<file path="src/rtl/dualmem_pkg.sv">
// Shared types and widths for the dual-port RAM port controller.
// Request and response bundles used between the controller and its FIFO.
package dualmem_pkg;

    localparam int DUALMEM_ADDR_W = 11;
    localparam int DUALMEM_DATA_W = 64;
    localparam int DUALMEM_BE_W   = DUALMEM_DATA_W / 8;
    localparam int DUALMEM_ID_W   = 4;

    typedef struct packed {
        logic                      we;
        logic [DUALMEM_ADDR_W-1:0] addr;
        logic [DUALMEM_DATA_W-1:0] wdata;
        logic [DUALMEM_BE_W-1:0]   be;
        logic [DUALMEM_ID_W-1:0]   id;
    } dualmem_req_t;

    typedef struct packed {
        logic                      wr;
        logic [DUALMEM_DATA_W-1:0] rdata;
        logic [DUALMEM_ID_W-1:0]   id;
    } dualmem_rsp_t;

endpackage

</file>
<file path="src/rtl/dualmem_rsp_fifo.sv">
// Response FIFO for the RAM port controller.
// Circular buffer of dualmem_rsp_t; a push into a full FIFO is taken only with a same-cycle pop.
module dualmem_rsp_fifo
    import dualmem_pkg::*;
#(
    parameter int  DEPTH = 2,
    localparam int PTR_W = $clog2(DEPTH),
    localparam int CNT_W = $clog2(DEPTH + 1)
) (
    input  logic             clk,
    input  logic             rst,
    input  logic             push,
    input  dualmem_rsp_t     push_data,
    input  logic             pop,
    output dualmem_rsp_t     head,
    output logic             full,
    output logic             empty,
    output logic [CNT_W-1:0] count
);

    dualmem_rsp_t     mem_q [DEPTH];
    dualmem_rsp_t     mem_d [DEPTH];
    logic [PTR_W-1:0] wr_ptr_q, wr_ptr_d;
    logic [PTR_W-1:0] rd_ptr_q, rd_ptr_d;
    logic [CNT_W-1:0] count_q, count_d;
    logic             do_push;
    logic             do_pop;

    function automatic logic [PTR_W-1:0] ptr_inc(input logic [PTR_W-1:0] p);
        return (p == PTR_W'(DEPTH - 1)) ? '0 : p + 1'b1;
    endfunction

    assign head  = mem_q[rd_ptr_q];
    assign full  = (count_q == CNT_W'(DEPTH));
    assign empty = (count_q == '0);
    assign count = count_q;

    // Next storage, pointers and occupancy from push/pop
    always_comb begin
        do_pop   = pop && !empty;
        do_push  = push && (!full || do_pop);
        mem_d    = mem_q;
        wr_ptr_d = wr_ptr_q;
        rd_ptr_d = rd_ptr_q;
        if (do_push) begin
            mem_d[wr_ptr_q] = push_data;
            wr_ptr_d        = ptr_inc(wr_ptr_q);
        end
        if (do_pop) begin
            rd_ptr_d = ptr_inc(rd_ptr_q);
        end
        count_d = count_q + CNT_W'(do_push) - CNT_W'(do_pop);
    end

    // State registers; reset flushes and zeroes the head entry
    always_ff @(posedge clk) begin
        if (rst) begin
            for (int i = 0; i < DEPTH; i++) begin
                mem_q[i] <= '0;
            end
            wr_ptr_q <= '0;
            rd_ptr_q <= '0;
            count_q  <= '0;
        end else begin
            mem_q    <= mem_d;
            wr_ptr_q <= wr_ptr_d;
            rd_ptr_q <= rd_ptr_d;
            count_q  <= count_d;
        end
    end

endmodule

</file>
<file path="src/rtl/dualmem_port_ctrl.sv">
// Tagged request/response front-end for one port of the 64-bit byte-write BRAM.
// Define DUALMEM_PORT_CTRL_WRACK_EN to make writes take a credit and return an ack.
module dualmem_port_ctrl
    import dualmem_pkg::*;
#(
    parameter int ADDR_W    = DUALMEM_ADDR_W,
    parameter int DATA_W    = DUALMEM_DATA_W,
    parameter int ID_W      = DUALMEM_ID_W,
    parameter int RSP_DEPTH = 2
) (
    input  logic                clk,
    input  logic                rst,
    input  logic                req_valid,
    output logic                req_ready,
    input  logic                req_we,
    input  logic [ADDR_W-1:0]   req_addr,
    input  logic [DATA_W-1:0]   req_wdata,
    input  logic [DATA_W/8-1:0] req_be,
    input  logic [ID_W-1:0]     req_id,
    output logic                rsp_valid,
    input  logic                rsp_ready,
    output logic [DATA_W-1:0]   rsp_rdata,
    output logic [ID_W-1:0]     rsp_id,
    output logic                rsp_wr,
    output logic                mem_en,
    output logic [DATA_W/8-1:0] mem_we,
    output logic [ADDR_W-1:0]   mem_addr,
    output logic [DATA_W-1:0]   mem_din,
    input  logic [DATA_W-1:0]   mem_dout
);

    localparam int CNT_W = $clog2(RSP_DEPTH + 1);

`ifdef DUALMEM_PORT_CTRL_WRACK_EN
    localparam bit WRACK = 1'b1;
`else
    localparam bit WRACK = 1'b0;
`endif

    dualmem_req_t     req;
    dualmem_rsp_t     push_data;
    dualmem_rsp_t     head;
    logic             accept;
    logic             takes_credit;
    logic             rsp_pop;
    logic             inflight_q, inflight_d;
    logic             infl_wr_q, infl_wr_d;
    logic [ID_W-1:0]  infl_id_q, infl_id_d;
    logic             req_ready_q, req_ready_d;
    logic [CNT_W:0]   occ_next;
    logic             fifo_full;
    logic             fifo_empty;
    logic [CNT_W-1:0] fifo_count;

    assign req = '{
        we:    req_we,
        addr:  req_addr,
        wdata: req_wdata,
        be:    req_be,
        id:    req_id
    };

    // RAM port drive: active only in the accept cycle
    always_comb begin
        accept   = req_valid && req_ready_q && !rst;
        mem_en   = accept;
        mem_we   = (accept && req.we) ? req.be : '0;
        mem_addr = accept ? req.addr : '0;
        mem_din  = accept ? req.wdata : '0;
    end

    // Credit tracking, next in-flight slot and registered ready
    always_comb begin
        takes_credit = WRACK || !req.we;
        inflight_d   = accept && takes_credit;
        infl_wr_d    = WRACK && req.we;
        infl_id_d    = req.id;
        rsp_pop      = !fifo_empty && rsp_ready;
        occ_next     = (CNT_W+1)'(fifo_count)
                     + (CNT_W+1)'(inflight_q)
                     - (CNT_W+1)'(rsp_pop)
                     + (CNT_W+1)'(inflight_d);
        req_ready_d  = !rst && (occ_next < (CNT_W+1)'(RSP_DEPTH));
        push_data.wr    = infl_wr_q;
        push_data.rdata = infl_wr_q ? '0 : mem_dout;
        push_data.id    = infl_id_q;
    end

    // In-flight slot and ready registers; reset drops any in-flight read
    always_ff @(posedge clk) begin
        if (rst) begin
            inflight_q  <= 1'b0;
            infl_wr_q   <= 1'b0;
            infl_id_q   <= '0;
            req_ready_q <= 1'b0;
        end else begin
            inflight_q  <= inflight_d;
            infl_wr_q   <= infl_wr_d;
            infl_id_q   <= infl_id_d;
            req_ready_q <= req_ready_d;
        end
    end

    // Credit limit guarantees the capture never meets a full FIFO without a pop
    always_comb begin : overflow_guard
        if (!rst) begin
            assert (!(fifo_full && inflight_q && !rsp_pop));
        end
    end

    dualmem_rsp_fifo #(
        .DEPTH (RSP_DEPTH)
    ) u_rsp_fifo (
        .clk       (clk),
        .rst       (rst),
        .push      (inflight_q),
        .push_data (push_data),
        .pop       (rsp_pop),
        .head      (head),
        .full      (fifo_full),
        .empty     (fifo_empty),
        .count     (fifo_count)
    );

    assign req_ready = req_ready_q && !rst;
    assign rsp_valid = !fifo_empty;
    assign rsp_rdata = head.rdata;
    assign rsp_id    = head.id;
    assign rsp_wr    = WRACK && head.wr;

endmodule

</file>
<file path="config.mk">
export PLATFORM = sky130hd
export DESIGN_NAME = dualmem_port_ctrl
export DESIGN_NICKNAME = d
export VERILOG_FILES = /design/src/rtl/dualmem_pkg.sv /design/src/rtl/dualmem_rsp_fifo.sv /design/src/rtl/dualmem_port_ctrl.sv
export SDC_FILE = /design/constraint.sdc
export NUM_CORES = 1
export LEC_CHECK = 0
export BUFFER_PORTS_ARGS = -buffer_cell sky130_fd_sc_hd__buf_2
export CAP_MARGIN = 20
export CORE_ASPECT_RATIO = 1.5
export CORE_MARGIN = 5
export CORE_UTILIZATION = 50
export CTS_BUF_LIST = sky130_fd_sc_hd__clkbuf_4 sky130_fd_sc_hd__clkbuf_8 sky130_fd_sc_hd__clkbuf_16
export DETAILED_ROUTE_END_ITERATION = 6
export PLACE_DENSITY = 0.82
export SETUP_SLACK_MARGIN = 0.15
export SLEW_MARGIN = 5
export SYNTH_ARGS = -nofsm -noshare
export SYNTH_HDL_FRONTEND = slang
export SYNTH_HIERARCHICAL = 1
export SYNTH_SLANG_ARGS = --single-unit
export TNS_END_PERCENT = 5
</file>
<file path="constraint.sdc">
create_clock -name clk -period 6.8 [get_ports clk]
set_input_delay 0.34 -clock clk [delete_from_list [all_inputs] [get_ports clk]]
set_output_delay 0.34 -clock clk [all_outputs]
set_load 0.02 [all_outputs]
</file>
; ---- Yosys cells after proc, flatten, opt, wreduce, memory -nomap -nowiden
; Index checks and enable logic that the tools add are counted.
[totals]
reg_bits = 148
in_bits = 156
output_inout_bits = 155
elab_cells = 53
[op_classes]
add_sub_neg = 7
magnitude_cmp = 4
eq_ne = 1
muxes = 11
n_bitwise = 2
reduce_logical = 16
[op_table]
columns = operator, n
row1 = two-way mux 68 bit, 3
row2 = bitwise mux 138 bit, 1
row3 = demux 69 bit (select 1 bit), 1
row4 = two-way mux 69 bit, 1
row5 = two-way mux 64 bit, 1
row6 = two-way mux 11 bit, 1
row7 = logical AND 1 bit, 10
row8 = two-way mux 8 bit, 1
row9 = greater-or-equal comparator 2 bit (second input constant), 2
row10 = zero test 1 bit, 4
row11 = NOT 1 -> 2 bit, 2
row12 = adder 2 x 1 -> 3 bit, 1
row13 = adder 3 x 1 -> 3 bit, 1
row14 = less-than comparator 3 x 2 -> 1 bit (second input constant), 1
row15 = subtractor 3 x 1 -> 3 bit, 1
row16 = adder 1 bit (second input constant), 2
row17 = adder 2 x 1 -> 2 bit, 1
row18 = equality test 2 bit (second input constant), 1
row19 = zero test 2 bit, 1
row20 = less-than comparator 2 x 1 -> 1 bit (second input constant), 1
row21 = two-way mux 1 bit, 2
row22 = subtractor 2 x 1 -> 2 bit, 1
row23 = logical OR 1 bit, 1

; ---- Depth between registers and ports, before layout
[depth]
word_depth = 8
depth_mapped = 10
ltp_nobuf = 9

; ---- By module
; Netlist, hierarchy kept.
[modules_own_cells]
columns = mod, n_inst, cells_per_inst, area_each_um2, seq_area_each_um2
row1 = dualmem_rsp_fifo, 1, 713, 6759.0, 2842.7
row2 = dualmem_port_ctrl, 1, 119, 873.3, 120.1

; ---- Worst setup path before layout
; Ideal clock, no wire load.
[synth_path]
kind = input-to-reg
start = input port rst
end = register req_ready_q
setup_time_ps = 78
t_arrival_ps = 2131
required_ps = 6722
path_slack_ps = 4591
cell_stages = 10
n_path_buf = 1
path_cell_list = and3b_4 -> buf_6 -> nand2b_1 -> ha_1 -> inv_1 -> ha_1 -> a21o_1 -> fa_1 -> xnor2_1 -> nor3_1
[synth_via]
elab_chain_len = 6
[synth_lines]
columns = item, line
row1 = from (decl), dualmem_port_ctrl.sv:12  ; input logic rst,
row2 = zero test 1 bit, "dualmem_port_ctrl.sv:65, dualmem_port_ctrl.sv:83"
row3 = logical AND 1 bit, dualmem_port_ctrl.sv:65  ; accept = req_valid && req_ready_q && !rst;
row4 = logical AND 1 bit, dualmem_port_ctrl.sv:75  ; inflight_d = accept && takes_credit;
row5 = adder 3 x 1 -> 3 bit, dualmem_port_ctrl.sv:82  ; + (CNT_W+1)'(inflight_d);
row6 = less-than comparator 3 x 2 -> 1 bit, dualmem_port_ctrl.sv:83  ; req_ready_d = !rst && (occ_next < (CNT_W+1)'(RSP_DEPTH));
row7 = logical AND 1 bit, dualmem_port_ctrl.sv:83
row8 = to (signal assigned), dualmem_port_ctrl.sv:100  ; req_ready_q <= req_ready_d;
row9 = to (decl), dualmem_port_ctrl.sv:49  ; logic req_ready_q, req_ready_d;
; Several ways; a longest one is shown, not always the timed one.
; A chain may end at the register's enable or synchronous reset.

; ---- Final worst setup path
; Ends and elaborated chain as after synthesis.

==> out/results.ini <==
[run_status]
status = completed

[finish]
layout_common_cells = 308 x buf_2, 145 x dfxtp_1, 138 x nand2b_1
multi_input_area_sq_um = 4240
syn2layout_area_growth_pct = 27.9
design_area_sq_um = 9640
layout_commonest_cell = buf_2
fillers = 1325
drive_gt1_frac = 0.387
nNetsFinal = 1245
regArea_sq_um = 2930
stdcell_count = 1300

[flow_run]
maxCapViolCount = 0

[clocking]
clk_pin_slew_worst_paths_ns = 0.06
worst_skew_pair.late_latency_ns = 0.41
tritoncts = built
cts-resized-gates = 0
hold_buffers = 0
root_buffer = clkbuf_16
htree_levels = 4
clock_path_buffers = 2
cts_sinks = 146
numCtsBuffers = 17
post-cts-setup-buffers = 0

[floorplanning]
start_util = 0.505
core_area_sq_um = 14900
fp.dieW_um = 110
io_pins = 311
rows = 55
die_height_um = 160
dieArea_sq_um = 17700

[timing]
holdWs_ns = 0.150
hold_violations = 0
finalCritPeriodShare = 0.402
maxSlewHeadroom = 0.308
rsz0062_at_grt = no
finalCriticalPeriod_ns = 2.73
setup_viol = 0
tns_ns = 0
final_max_slew_viol_count = 0
worst_pin_slew_ns = 1.04
max_freq_ghz = 0.366
clock_skew_ns = 0.0161

[power]
power_leakage_nw = 4.70
ir_worst_vdd_v = 0.000122
pwr-share-seq = 0.434
p_switching_uw = 489
switching_share = 0.244
p_int_mw = 1.52
power_frac_clock = 0.470
power.density_nw_per_um2 = 208
comb_power_share = 0.096

[routing]
wire_per_inst_um = 17.9
drtPass1Iterations = 5
routed-via-count = 6667
routed_wl_um = 23200
drt_iter0_markers = 524
drcViolationCount = 0
vias_per_cell = 5.13
ant_nets = 0

[logic_synthesis]
synth_area_sq_um = 7540
syn_area_per_cell_sq_um = 9.17
synth_cells = 822
synth_fp_nets = 982
ys_warn_count = 6

[worst_setup_path]
crit_type = primary input to flop
arrival_ns = 3.00
cp-start-kind = primary input
required_ns = 7.06
end_kind = flop
crit_chain = buf_4 > and3b_4 > nand2b_1 > ha_1 > inv_1 > ha_1 > a21o_1 > fa_1 > xnor2_1 > nor3_1
cpMostUsedCell = ha_1
cp_max_fo = 89
slowest_delay_ns = 0.84
crit_slowest_cell = and3b_4

[global_route]
gr-usage-all-layers = 0.253
grt_max_degree = 129
grt_overflow = 0
antenna_found_initial = 5
grt_pass1_wl_um = 34600
grt_pass1_vias = 6538

[placement]
dpl_cell_area_sq_um = 9030
dp_cells = 1265
place_congestion = 0.825
portBuffers = 309
dp_hpwl_um = 16300

[min_path]
worstHoldPathType = primary input to flop

==> area by class of cell <==
cell class	instances	area share
Antenna cell	3	0.000779
Clock inverter	12	0.0152
Timing Repair Buffer	315	0.165
Tap cell	199	0.0258
Inverter	5	0.00195
Clock buffer	20	0.0471
Multi-Input combinational cell	600	0.440
Sequential cell	146	0.304
==> through the flow <==
| stage | utilization | total power, mW | setup slack [ns] |
|---|---|---|---|
| 3_5_place_dp | 0.605 | 1.08 | 3.64 |
| 6_report | 0.645 | 2.01 | 4.07 |
| 5_1_grt | 0.645 | 2.08 | 3.87 |
| 3_3_place_gp | 0.605 | 1.08 | 3.66 |
| 4_1_cts | 0.645 | 2.02 | 4.08 |
| 2_1_floorplan | - | 0.997 | 4.59 |
==> power groups by stage <==
stage | registers, mW | logic [mW] | clock network [mW]
after floorplan | 0.889 | 0.108 | 0
after global placement | 0.890 | 0.192 | 0
after detailed placement | 0.891 | 0.192 | 0
after CTS | 0.872 | 0.194 | 0.956
after global routing | 0.873 | 0.209 | 0.996
final | 0.872 | 0.193 | 0.942
==> worst paths after layout <==
path | start | end | slack [ns] | cells after the start
setup / recovery | rst | req_ready_q | 4.07 | 10
setup reg to reg | req_ready_q | req_ready_q | 4.23 | 9
hold / removal | req_id[3] | infl_id_q[3] | 0.15 | 2
hold reg to reg | u_rsp_fifo/mem_q[43] | u_rsp_fifo/mem_q[43] | 0.47 | 2
==> registers in the layout, indices dropped and copies added (netlist names) <==
name and count:
inflight_q 1, req_ready_q 1, u_rsp_fifo/wr_ptr_q 1, infl_id_q 4, u_rsp_fifo/count 2, u_rsp_fifo/mem_q 136, u_rsp_fifo/rd_ptr_q 1
==> critical path, delay by kind of cell <==
kind            cells  cell delay (ns)
simple gates        3             1.02
fa+ha+maj           3             0.92
buf+inv             2             0.36
compound gates      1             0.17
xor+xnor            1             0.15
==> layer usage <==
metal	global-route usage	wire, um	vias up
met1	0.325	9590	3102
met3	0.0655	1800	30
met5	0	7	-
met4	0.0739	413	2
met2	0.415	11400	287
li1	-	-	3246
Note: power is estimated with default switching activity, not from simulation.
